`src/rtl/puf_challenge_sequencer_if.sv`:
```
// ---------------------------------------------------------------------------
// puf_challenge_sequencer_if
// Result handshake between the PUF challenge sequencer and the host.
//   resp_valid      sequencer -> host  result available
//   resp_ready      host -> sequencer  host accepts result
//   resp_challenge  sequencer -> host  challenge that produced the result
//   resp_data       sequencer -> host  majority-voted response
//   resp_unstable   sequencer -> host  per-bit instability flags
// master: the sequencer side, slave: the host side.
// ---------------------------------------------------------------------------
interface puf_challenge_sequencer_if;
   logic       resp_valid;
   logic       resp_ready;
   logic [7:0] resp_challenge;
   logic [7:0] resp_data;
   logic [7:0] resp_unstable;

   modport master (
      output resp_valid,
      output resp_challenge,
      output resp_data,
      output resp_unstable,
      input  resp_ready
   );

   modport slave (
      input  resp_valid,
      input  resp_challenge,
      input  resp_data,
      input  resp_unstable,
      output resp_ready
   );
endinterface

```
`src/rtl/puf_challenge_sequencer.sv`:
```
// ---------------------------------------------------------------------------
// puf_challenge_sequencer
// Drives an 8-bit arbiter PUF array. Each measurement applies an LFSR
// generated challenge, fires NUM_SAMPLES excitation pulses, samples the
// (synchronized) response after each pulse, then majority-votes every bit
// and flags bits that did not agree on every sample.
//
// Ports:
//   clk            single clock
//   rst            synchronous, active-high reset
//   start          begin one measurement (only honoured in IDLE)
//   continuous     at handshake, 1 = start the next challenge immediately
//   load_seed      load seed into the LFSR (only honoured in IDLE)
//   seed           LFSR seed; 0 is replaced by 8'h01
//   puf_challenge  registered challenge to the PUF array
//   puf_pulse      registered excitation pulse to the PUF delay lines
//   puf_response   PUF response, asynchronous to clk
//   busy           high in every state except IDLE
//   resp           result handshake (master side of the interface)
// ---------------------------------------------------------------------------
module puf_challenge_sequencer #(
   parameter int NUM_SAMPLES   = 7,
   parameter int SETTLE_CYCLES = 4,
   parameter int PULSE_CYCLES  = 2
) (
   input  logic                              clk,
   input  logic                              rst,
   input  logic                              start,
   input  logic                              continuous,
   input  logic                              load_seed,
   input  logic [7:0]                        seed,
   output logic [7:0]                        puf_challenge,
   output logic                              puf_pulse,
   input  logic [7:0]                        puf_response,
   output logic                              busy,
   puf_challenge_sequencer_if.master         resp
);

   typedef enum logic [2:0] {
      IDLE,
      APPLY,
      PULSE,
      WAIT,
      SAMPLE,
      DONE
   } state_t;

   state_t     state;
   logic [7:0] lfsr;
   logic [7:0] phase_cnt;
   logic [3:0] sample_cnt;
   logic [3:0] ones [0:7];
   logic [7:0] sync1;
   logic [7:0] sync2;
   logic [7:0] vote_data;
   logic [7:0] vote_unstable;

   // Galois LFSR step, right shift with tap mask 8'hB8.
   function automatic logic [7:0] lfsr_next(input logic [7:0] value);
      return (value >> 1) ^ (value[0] ? 8'hB8 : 8'h00);
   endfunction

   // The PUF response is asynchronous; two flops before anything looks at it.
   always_ff @(posedge clk) begin
      if (rst) begin
         sync1 <= 8'h00;
         sync2 <= 8'h00;
      end else begin
         sync1 <= puf_response;
         sync2 <= sync1;
      end
   end

   // Majority vote and instability flags from the completed ones-counters.
   // With a single sample every count is 0 or NUM_SAMPLES, so nothing is
   // ever flagged unstable.
   always_comb begin
      vote_data     = 8'h00;
      vote_unstable = 8'h00;
      for (int i = 0; i < 8; i++) begin
         vote_data[i]     = (ones[i] > 4'(NUM_SAMPLES / 2));
         vote_unstable[i] = (ones[i] != 4'd0) && (ones[i] != 4'(NUM_SAMPLES));
      end
   end

   assign busy = (state != IDLE);

   // Measurement sequencer. DONE spends its first cycle latching the vote
   // (resp_valid still low), then holds the result until the host takes it.
   // The LFSR only moves on a completed transfer, so back-pressure never
   // skips a challenge.
   always_ff @(posedge clk) begin
      if (rst) begin
         state               <= IDLE;
         lfsr                <= 8'h01;
         puf_challenge       <= 8'h00;
         puf_pulse           <= 1'b0;
         phase_cnt           <= 8'h00;
         sample_cnt          <= 4'h0;
         resp.resp_valid     <= 1'b0;
         resp.resp_data      <= 8'h00;
         resp.resp_challenge <= 8'h00;
         resp.resp_unstable  <= 8'h00;
         for (int i = 0; i < 8; i++) begin
            ones[i] <= 4'h0;
         end
      end else begin
         case (state)
            IDLE: begin
               puf_pulse <= 1'b0;
               if (load_seed) begin
                  lfsr <= (seed == 8'h00) ? 8'h01 : seed;
               end else if (start) begin
                  state         <= APPLY;
                  puf_challenge <= lfsr;
                  phase_cnt     <= 8'h00;
                  sample_cnt    <= 4'h0;
                  for (int i = 0; i < 8; i++) begin
                     ones[i] <= 4'h0;
                  end
               end
            end

            APPLY: begin
               if (phase_cnt == 8'(SETTLE_CYCLES - 1)) begin
                  phase_cnt <= 8'h00;
                  puf_pulse <= 1'b1;
                  state     <= PULSE;
               end else begin
                  phase_cnt <= phase_cnt + 8'h01;
               end
            end

            PULSE: begin
               if (phase_cnt == 8'(PULSE_CYCLES - 1)) begin
                  phase_cnt <= 8'h00;
                  puf_pulse <= 1'b0;
                  state     <= WAIT;
               end else begin
                  phase_cnt <= phase_cnt + 8'h01;
               end
            end

            // Two extra cycles let the response cross the synchronizer.
            WAIT: begin
               if (phase_cnt == 8'(SETTLE_CYCLES + 1)) begin
                  phase_cnt <= 8'h00;
                  state     <= SAMPLE;
               end else begin
                  phase_cnt <= phase_cnt + 8'h01;
               end
            end

            SAMPLE: begin
               for (int i = 0; i < 8; i++) begin
                  ones[i] <= ones[i] + {3'b000, sync2[i]};
               end
               sample_cnt <= sample_cnt + 4'h1;
               if (sample_cnt == 4'(NUM_SAMPLES - 1)) begin
                  state <= DONE;
               end else begin
                  puf_pulse <= 1'b1;
                  state     <= PULSE;
               end
            end

            DONE: begin
               if (!resp.resp_valid) begin
                  resp.resp_valid     <= 1'b1;
                  resp.resp_data      <= vote_data;
                  resp.resp_unstable  <= vote_unstable;
                  resp.resp_challenge <= puf_challenge;
               end else if (resp.resp_ready) begin
                  resp.resp_valid <= 1'b0;
                  lfsr            <= lfsr_next(lfsr);
                  if (continuous) begin
                     state         <= APPLY;
                     puf_challenge <= lfsr_next(lfsr);
                     phase_cnt     <= 8'h00;
                     sample_cnt    <= 4'h0;
                     for (int i = 0; i < 8; i++) begin
                        ones[i] <= 4'h0;
                     end
                  end else begin
                     state <= IDLE;
                  end
               end
            end

            default: begin
               state     <= IDLE;
               puf_pulse <= 1'b0;
            end
         endcase
      end
   end

endmodule

```
`src/flat_wrapper.sv`:
```
// flat-port wrapper written by rule: the top's interface ports become plain ports
module puf_challenge_sequencer_flat 
#(
   parameter int NUM_SAMPLES   = 7,
   parameter int SETTLE_CYCLES = 4,
   parameter int PULSE_CYCLES  = 2
)
  (clk, rst, start, continuous, load_seed, seed, puf_challenge, puf_pulse, puf_response, busy, resp_resp_valid, resp_resp_challenge, resp_resp_data, resp_resp_unstable, resp_resp_ready);
  puf_challenge_sequencer_if resp_i ();
  input  logic clk;
  input  logic rst;
  input  logic start;
  input  logic continuous;
  input  logic load_seed;
  input  logic [7:0] seed;
  output logic [7:0] puf_challenge;
  output logic puf_pulse;
  input  logic [7:0] puf_response;
  output logic busy;
  output wire logic [$bits(resp_i.resp_valid)-1:0] resp_resp_valid;
  output wire logic [$bits(resp_i.resp_challenge)-1:0] resp_resp_challenge;
  output wire logic [$bits(resp_i.resp_data)-1:0] resp_resp_data;
  output wire logic [$bits(resp_i.resp_unstable)-1:0] resp_resp_unstable;
  input wire logic [$bits(resp_i.resp_ready)-1:0] resp_resp_ready;
  assign resp_resp_valid = resp_i.resp_valid;
  assign resp_resp_challenge = resp_i.resp_challenge;
  assign resp_resp_data = resp_i.resp_data;
  assign resp_resp_unstable = resp_i.resp_unstable;
  assign resp_i.resp_ready = resp_resp_ready;
  puf_challenge_sequencer #(.NUM_SAMPLES(NUM_SAMPLES), .SETTLE_CYCLES(SETTLE_CYCLES), .PULSE_CYCLES(PULSE_CYCLES)) u_core (.clk(clk), .rst(rst), .start(start), .continuous(continuous), .load_seed(load_seed), .seed(seed), .puf_challenge(puf_challenge), .puf_pulse(puf_pulse), .puf_response(puf_response), .busy(busy), .resp(resp_i));
endmodule
```
`config.mk`:
```
export PLATFORM = sky130hd
export DESIGN_NAME = puf_challenge_sequencer_flat
export DESIGN_NICKNAME = d
export VERILOG_FILES = /design/src/rtl/puf_challenge_sequencer_if.sv /design/src/rtl/puf_challenge_sequencer.sv /design/src/flat_wrapper.sv
export SDC_FILE = /design/constraint.sdc
export NUM_CORES = 1
export LEC_CHECK = 0
export CORE_AREA = 2 2 98 100
export DETAILED_ROUTE_END_ITERATION = 8
export DIE_AREA = 0 0 100 102
export GPL_ROUTABILITY_DRIVEN = 1
export GPL_TIMING_DRIVEN = 0
export HOLD_SLACK_MARGIN = 0.05
export PLACE_DENSITY = 0.85
export SYNTH_ARGS = -nofsm -noshare
export SYNTH_HDL_FRONTEND = slang
export SYNTH_SLANG_ARGS = --single-unit
```
`constraint.sdc`:
```
create_clock -name clk -period 2.9 [get_ports clk]
set_input_delay 0.58 -clock clk [delete_from_list [all_inputs] [get_ports clk]]
set_output_delay 0.58 -clock clk [all_outputs]
set_load 0.005 [all_outputs]
```
==> impl_metrics.json, run 1 <==
{
  "r2r_end": "u_core.ones[0][11]",
  "drtAntennaViolNets": 0,
  "grtUsageMet2_pct": 36.95,
  "global_route.usage.met3_pct": 3.352,
  "first_pass_iters": 5,
  "cts_sinks": 105,
  "grt_pass1_vias": 3659,
  "final_common_cell": "dfxtp_1",
  "syn_to_final_growth_pct": 19.81,
  "multi_input_area_um2": 2186,
  "tns_ps": 0,
  "r2r-start": "u_core.state[1]",
  "tightestPinTransition_ps": 971.0,
  "diodes": 0,
  "r2r_cells": 6,
  "setup_viol": 0,
  "layout_common_cells": "dfxtp_1, nor2_1, clkdlybuf4s50_1",
  "postSynthCellCount": 509,
  "yosys_register_bits": 105,
  "io_pins": 57,
  "cp.required_ps": 2930,
  "r2r_setup_slack_ps": 300,
  "post-place-cells": 676,
  "holdCritStartpoint": "u_core.sync1[2]",
  "slew_headroom_pct": 34.77,
  "design_area_um2": 5508,
  "fin_crit_sh_pct": 90.52,
  "maxCapViolations": 0,
  "min_to": "u_core.sync2[2]",
  "arrival_ps": 2650,
  "insertion_delay_ps": 370,
  "min_period_ps": 2625,
  "synthesis.area_um2": 4597,
  "drc": 0,
  "num_rows": 35,
  "vias_per_cell": 5.788,
  "critPathMaxFanout": 13,
  "synth_enable_flop_cells": 16,
  "endpoint_kind": "register",
  "synth_fp_nets": 551,
  "final_nets": 618,
  "critical_path_class": "input pin to register",
  "post-route-util_pct": 60.47,
  "slew_viol_final": 0,
  "cts_setup_buffers": 0,
  "drive_above_1_share_pct": 4.475,
  "wl_per_cell_um": 15.17,
  "cts-root-buf": "clkbuf_8",
  "worst_hold_slack_ps": 443.1,
  "die_h_um": 102,
  "grt_pass1_wl_um": 17390,
  "track_usage_pct": 21.28,
  "cts_tree": "done",
  "die_w_um": 100,
  "numCtsBuffers": 9,
  "fillers": 790,
  "grt_max_degree": 19,
  "fmax_ghz": 0.3810,
  "ir_drop_uv": 209.4,
  "ctsHoldBuffers": 0,
  "initial_core_util_pct": 50.47,
  "numPortBuffers": 56,
  "cts.clk_slew.worst_paths_ps": 90,
  "hpwlAfterDp_um": 7488,
  "async_flop_share_pct": 0,
  "synth_flop_cell": "dfxtp_1",
  "leakagePower_nw": 2.142,
  "final-seq-area_um2": 2262,
  "antenna_found_initial": 0,
  "cp-start-kind": "input pin",
  "min_path_cells": 1,
  "grtUsageMet1_pct": 26.81,
  "cts.path.max_buffers": 2,
  "seq_area_frac_synth_pct": 49.21,
  "drtIter0Drc": 245,
  "gr-total-overflow": 0,
  "post_dp_cell_area_um2": 5296,
  "rsz0062_at_grt": "no",
  "final-hold-violation-count": 0,
  "ys_warn_count": 0,
  "post_cts_resized": 0,
  "ctsHtreeMaxLevel": 3,
  "top_usage_layer": "met2",
  "wirelength_um": 10500,
  "vias": 4005,
  "fin_skew_ps": 13.50,
  "yosysUniqueCellTypes": 50,
  "power_density_nw_per_um2": 533.9,
  "core_area_um2": 9109,
  "min_path_type": "register to register",
  "outcome": "complete, no violations",
  "stdcell_count": 692,
  "avgSynthCellArea_um2": 9.031,
  "fp.dieArea_um2": 10200,
  "globalplace.congestion": 0.9503
}
[how the worst max path moves through the flow]
stage | from | to | slack, ps | cells after the start
after floorplan | start | u_core.ones[0][10] | 880 | 5
after global placement | resp_resp_ready | u_core.ones[0][12] | -80 | 6
after detailed placement | resp_resp_ready | u_core.ones[0][14] | -70 | 6
after CTS | resp_resp_ready | u_core.ones[0][12] | 300 | 6
after global routing | u_core.state[1] | u_core.ones[0][8] | 120 | 6
final | resp_resp_ready | u_core.ones[0][11] | 280 | 6
[critical path, stage by stage]
cell and delay, ps:
clkdlybuf4s50_1 490, and3_1 230, a222oi_1 370, and2_1 250, clkbuf_1 370, inv_1 370
[flip-flops by register name, summed over array words and instances (netlist names)]
signal / count
u_core.ones: 32
u_core.lfsr: 8
u_core.phase_cnt: 8
u_core.puf_challenge: 8
u_core.resp.resp_challenge: 8
u_core.resp.resp_data: 8
u_core.resp.resp_unstable: 8
u_core.sync1: 8
u_core.sync2: 8
u_core.sample_cnt: 4
u_core.state: 3
u_core.puf_pulse: 1
u_core.resp.resp_valid: 1
[where the power goes]
group          internal [mW]  switching [mW]  leakage, nW
clock network          0.434           0.510        0.109
registers               1.55          0.0504        0.893
logic                  0.175           0.225         1.14
[cells in the mapped netlist, types with 2 or more instances]
cell type,n,area share [%]
xnor2_1,7,1.3
a211oi_1,9,1.5
nand2_1,36,2.9
o21ai_1,4,0.44
ha_1,20,5.4
nand3b_1,3,0.49
nor3_1,35,3.8
nor4_1,2,0.27
o21ai_0,31,3.4
dfxtp_1,89,39
buf_2,5,0.54
a21o_1,4,0.65
and2_1,13,1.8
nand4_1,7,0.95
a22o_1,8,1.5
o31ai_1,2,0.33
and3_1,12,1.6
a21oi_1,22,2.4
o22ai_1,10,1.4
clkbuf_1,23,1.9
xor2_1,9,1.7
edfxtp_1,16,10
a221oi_1,2,0.38
nand3_1,9,0.98
or4_1,2,0.33
nor2_1,70,5.7
nand2b_1,3,0.41
mux2i_1,3,0.65
inv_1,9,0.73
nor2b_1,19,2.6
a31oi_1,6,0.82
[layout make-up]
cell class	count	share of cell area [%]
Buffer	29	2.090
Clock buffer	10	2.499
Clock inverter	6	1.340
Timing Repair Buffer	56	10.18
Tap cell	111	2.522
Multi-Input combinational cell	366	39.69
Sequential cell	105	41.07
Inverter	9	0.6134
[cells by family (layout without fill, tap and decap cells)]
logic type	Yosys count	count (layout)	share of synthesized area, %
flops	105	105	49.21
xor+xnor	16	16	3.049
fa+ha+maj	20	20	5.444
simple gates	220	220	23.57
compound gates	107	107	14.83
mux	3	3	0.6533
buf+inv	38	110	3.239
[metal layers]
| layer | part of all wire [%] | vias to the layer above |
|---|---|---|
| li1 | - | 1942 |
| met1 | 43 | 1902 |
| met2 | 49 | 144 |
| met3 | 5.4 | 17 |
| met4 | 1.8 | 0 |
| met5 | 0 | - |
[metrics by stage]
stage / worst slack, ps / power [mW]
4_1_cts: 298.5 / 2.950
2_1_floorplan: 884.5 / 1.879
5_1_grt: 117.4 / 3.074
3_3_place_gp: -80.03 / 2.010
3_5_place_dp: -73.17 / 2.025
6_report: 275.0 / 2.941
No activity file was read; power rests on OpenSTA's default activity.
==> run 2, diff against run 1 <==
--- a/config.mk
+++ b/config.mk
@@ -9,7 +9,6 @@
 export DETAILED_ROUTE_END_ITERATION = 8
 export DIE_AREA = 0 0 100 102
 export GPL_ROUTABILITY_DRIVEN = 1
-export GPL_TIMING_DRIVEN = 0
 export HOLD_SLACK_MARGIN = 0.05
 export PLACE_DENSITY = 0.85
 export SYNTH_ARGS = -nofsm -noshare
==> constraint.sdc (replaced) <==
create_clock -name clk -period 2.5 [get_ports clk]
set_input_delay 0.5 -clock clk [delete_from_list [all_inputs] [get_ports clk]]
set_output_delay 0.5 -clock clk [all_outputs]
set_load 0.005 [all_outputs]
==> impl_metrics.json, run 2 (same netlist as run 1, synthesis figures left out) <==
{
  "first_pass_iters": 5,
  "leakagePower_nw": 2.112,
  "insertion_delay_ps": 370,
  "holdCritStartpoint": "u_core.sync1[0]",
  "critical_path_class": "register to output port",
  "stdcell_count": 671,
  "drive_above_1_share_pct": 6.071,
  "core_area_um2": 9109,
  "regMostFlops": "u_core.ones",
  "grt_pass1_vias": 3571,
  "drtAntennaViolNets": 0,
  "grt_max_degree": 55,
  "fmax_ghz": 0.4516,
  "cpMaxStageDelayCell": "dfxtp_2",
  "cp.required_ps": 2000,
  "ctsHoldBuffers": 0,
  "setup_viol": 0,
  "cts_setup_buffers": 0,
  "max_stage_delay_ps": 560,
  "final_common_cell": "dfxtp_1",
  "power_density_nw_per_um2": 603.6,
  "largest_reg_flops": 32,
  "drtIter0Drc": 186,
  "ir_drop_uv": 386.4,
  "drc": 0,
  "tns_ps": 0,
  "cts_sinks": 105,
  "p_seq_share_pct": 57.3,
  "post-place-cells": 655,
  "die_h_um": 102,
  "critPathMaxFanout": 19,
  "num_rows": 35,
  "final-hold-violation-count": 0,
  "cts.path.max_buffers": 2,
  "final_nets": 597,
  "p_int_mw": 2.370,
  "hpwlAfterDp_um": 6631,
  "crit_buf_inv": 1,
  "initial_core_util_pct": 50.47,
  "tightestPinTransition_ps": 553.4,
  "fin_crit_sh_pct": 88.56,
  "power_frac_comb_pct": 12.8,
  "wl_per_cell_um": 14.15,
  "outcome": "complete, no violations",
  "slew_viol_final": 0,
  "fp.dieArea_um2": 10200,
  "ctsHtreeMaxLevel": 3,
  "r2r-start": "u_core.phase_cnt[4]",
  "grt_pass1_wl_um": 15790,
  "numCtsBuffers": 9,
  "netSwitchingPower_mw": 0.9139,
  "antenna_found_initial": 0,
  "cts-root-buf": "clkbuf_8",
  "cp-start-kind": "register",
  "cts.clk_slew.worst_paths_ps": 100,
  "cts_tree": "done",
  "worstSetupStartpoint": "u_core.state[1]",
  "io_pins": 57,
  "rsz0062_at_grt": "no",
  "globalplace.congestion": 0.8689,
  "arrival_ps": 1710,
  "numPortBuffers": 56,
  "gr-total-overflow": 0,
  "syn_to_final_growth_pct": 18.35,
  "maxCapViolations": 0,
  "die_w_um": 100,
  "min_period_ps": 2214,
  "vias_per_cell": 5.644,
  "clockPowerShare_pct": 29.8,
  "worst_path_dominant_cell_family": "flip-flops",
  "switching_share_pct": 27.83,
  "vias": 3787,
  "endpoint_kind": "output port",
  "slew_headroom_pct": 63.11,
  "min_path_type": "register to register",
  "fin_skew_ps": 10.44,
  "track_usage_pct": 19.21,
  "diodes": 0,
  "cp_cell_sequence": "nor2_1 -> nand2_1 -> clkdlybuf4s50_1",
  "wirelength_um": 9497,
  "layout_common_cells": "dfxtp_1, nor2_1, clkdlybuf4s50_1"
}
==> run 2: cell count changes in the layout (fill, tap and decap cells not counted), moves of 2 or more <==
cell,before,now
buf_2,5,1
buf_4,0,7
clkbuf_1,23,1
clkinvlp_4,0,2
dfxtp_1,89,86
dfxtp_2,0,3
==> run 2: path summary, 6_finish.rpt <==
check,to,slack [ps],cells after the start
min,u_core.sync2[0],440,1
max reg2reg,u_core.state[0],460,5
min reg2reg,u_core.sync2[0],440,1
max,busy,290,3
==> run 2: per-stage QoR <==
stage / hold WS, ps / area (um^2) / util [%] / worst slack [ps] / power [mW]
floorplan: 413.8 / 4597 / - / 530.8 / 2.179
global placement: 423.8 / 5256 / 57.71 / 148.8 / 2.321
detailed placement: 424.5 / 5256 / 57.71 / 131.8 / 2.338
CTS: 447.5 / 5436 / 59.68 / 40.02 / 3.301
global route: 463.7 / 5440 / 59.73 / 199.9 / 3.436
finish: 444.8 / 5440 / 59.73 / 285.9 / 3.284
==> run 2: routing by layer <==
metal,up-vias,track usage (%),wire [um]
met3,5,4.651,470
met5,-,0,0
li1,1902,-,-
met1,1787,23.35,4333
met2,93,33.99,4632
met4,0,5.796,60
==> run 2: area by class of cell <==
cell class              count  area [um^2]
fillers                   771         3669
flip-flops and latches    105         2266
multi-input cells         366         2193
repair buffers             64        628.1
well taps                 111        138.9
clock buffers              10        127.6
clock inverters             6        52.55
inverters                   9        33.78
==> run 2: power groups by stage <==
stage	sequential [mW]	combinational [mW]	clock, mW
CTS	1.88	0.420	1.00
global placement	1.92	0.406	0
global route	1.90	0.471	1.07
finish	1.88	0.421	0.980
detailed placement	1.92	0.417	0
floorplan	1.88	0.303	0
==> run 2: repair_timing <==
action | in CTS | in global routing
resized for setup | 0 | 3
endpoints found under the hold margin | 0 | 0
endpoints found under the setup margin | 0 | 1
==> run 2: worst register-to-register path, cell delays in order (launching register included) <==
cell	delay, ps
dfxtp_1	350
or4_4	540
a211o_1	290
a21o_1	230
or4_1	480
o31ai_1	70
==> run 3, diff against run 2 <==
--- a/config.mk
+++ b/config.mk
@@ -5,12 +5,12 @@
 export SDC_FILE = /design/constraint.sdc
 export NUM_CORES = 1
 export LEC_CHECK = 0
-export CORE_AREA = 2 2 98 100
+export CORE_AREA = 2 2 95 97
 export DETAILED_ROUTE_END_ITERATION = 8
-export DIE_AREA = 0 0 100 102
+export DIE_AREA = 0 0 97 99
 export GPL_ROUTABILITY_DRIVEN = 1
 export HOLD_SLACK_MARGIN = 0.05
-export PLACE_DENSITY = 0.85
+export PLACE_DENSITY = 0.9
 export SYNTH_ARGS = -nofsm -noshare
 export SYNTH_HDL_FRONTEND = slang
 export SYNTH_SLANG_ARGS = --single-unit
==> impl_metrics.json, run 3 (same netlist as run 1, synthesis figures left out) <==
{
  "holdCritStartpoint": "u_core.sync1[3]",
  "drtAntennaViolNets": 0,
  "insertion_delay_ps": 360,
  "fin_skew_ps": 6.354,
  "wl_per_cell_um": 14.72,
  "numPortBuffers": 56,
  "layout_common_cells": "dfxtp_1, nor2_1, clkdlybuf4s50_1",
  "fin_crit_sh_pct": 93.21,
  "leakagePower_nw": 2.141,
  "final_common_cell": "dfxtp_1",
  "tns_ps": 0,
  "r2r_cells": 4,
  "fp.dieArea_um2": 9603,
  "p_total_mw": 3.309,
  "drtIter0Drc": 372,
  "antenna_found_initial": 0,
  "fmax_ghz": 0.4291,
  "initial_core_util_pct": 53.76,
  "ctsHtreeMaxLevel": 3,
  "power_density_nw_per_um2": 605.8,
  "cts_tree": "done",
  "hpwlAfterDp_um": 6862,
  "post-route-util_pct": 63.89,
  "ir_drop_uv": 444.4,
  "cts_setup_buffers": 0,
  "r2r_setup_slack_ps": 390,
  "critPathMaxFanout": 14,
  "gr-total-overflow": 0,
  "cts_sinks": 105,
  "core_area_um2": 8551,
  "vias_per_cell": 5.759,
  "r2r-start": "u_core.state[1]",
  "setup_viol": 0,
  "grt_max_degree": 34,
  "r2r_end": "u_core.ones[0][8]",
  "min_period_ps": 2330,
  "cts.clk_slew.worst_paths_ps": 90,
  "slew_headroom_pct": 65.33,
  "syn_to_final_growth_pct": 18.84,
  "min_path_type": "register to register",
  "endpoint_kind": "output port",
  "numCtsBuffers": 9,
  "final-hold-violation-count": 0,
  "min_path_cells": 1,
  "critical_path_class": "register to output port",
  "maxCapViolations": 0,
  "die_h_um": 99,
  "io_pins": 57,
  "cp.required_ps": 2000,
  "cts.path.max_buffers": 2,
  "first_pass_iters": 5,
  "final_nets": 600,
  "arrival_ps": 1830,
  "cts-root-buf": "clkbuf_8",
  "num_rows": 34,
  "slew_viol_final": 0,
  "globalplace.congestion": 0.8991,
  "worst_hold_slack_ps": 443.4,
  "ctsHoldBuffers": 0,
  "grt_pass1_wl_um": 16500,
  "die_w_um": 97,
  "drc": 0,
  "largest_reg_flops": 32,
  "track_usage_pct": 20.96,
  "grt_pass1_vias": 3529,
  "cp-start-kind": "register",
  "regMostFlops": "u_core.ones",
  "rsz0062_at_grt": "no",
  "tightestPinTransition_ps": 520.0,
  "outcome": "complete, no violations",
  "diodes": 0,
  "wirelength_um": 9874,
  "drive_above_1_share_pct": 6.217,
  "min_to": "u_core.sync2[3]",
  "vias": 3864
}
run 3: layer usage:
metal | global-route usage, % | vias to the layer above | wire (um)
met4 | 7.584 | 0 | 230
li1 | - | 1902 | -
met3 | 4.610 | 24 | 430
met2 | 35.63 | 118 | 4843
met5 | 0 | - | 0
met1 | 26.38 | 1820 | 4369
run 3: final cells by class:
| class | instances | area [um^2] |
|---|---|---|
| well taps | 108 | 135.1 |
| inverters | 9 | 33.78 |
| fillers | 673 | 3088 |
| multi-input cells | 366 | 2193 |
| clock buffers | 11 | 152.6 |
| clock inverters | 5 | 33.78 |
| repair buffers | 67 | 650.6 |
| flip-flops and latches | 105 | 2263 |
run 3: metrics by stage:
step	setup WS (ps)	area (um^2)	instances
2_1_floorplan	530.8	4597	509
3_3_place_gp	168.1	5275	655
3_5_place_dp	133.7	5275	655
6_report	169.8	5463	671
5_1_grt	38.10	5463	671
4_1_cts	83.76	5461	671
run 3: where the power goes:
group          total [mW]  switching [mW]  leakage (nW)  internal, mW
logic               0.426           0.226          1.15         0.200
registers            1.89          0.0934         0.894          1.79
clock network       0.996           0.568        0.0996         0.428
total                3.31           0.887          2.14          2.42
run 3: worst max path at each step:
stage,from,to,slack (ps),depth (start not counted)
final,u_core.state[1],busy,170,3
after floorplan,u_core.state[1],u_core.ones[0][10],530,6
after global routing,u_core.state[1],busy,40,3
after detailed placement,resp_resp_ready,u_core.ones[0][12],130,5
after CTS,u_core.state[0],busy,80,3
after global placement,resp_resp_ready,u_core.ones[0][12],170,5
run 3: timing repair:
| action | 4_1_cts | 5_1_grt |
|---|---|---|
| hold endpoints to repair | 0 | 0 |
| gates resized for setup | 0 | 1 |
| setup endpoints to repair | 0 | 1 |
run 3: critical path: stages (launching register included):
cell             delay, ps
dfxtp_1                660
nor2_1                 190
nand2_1                120
clkdlybuf4s50_1        500
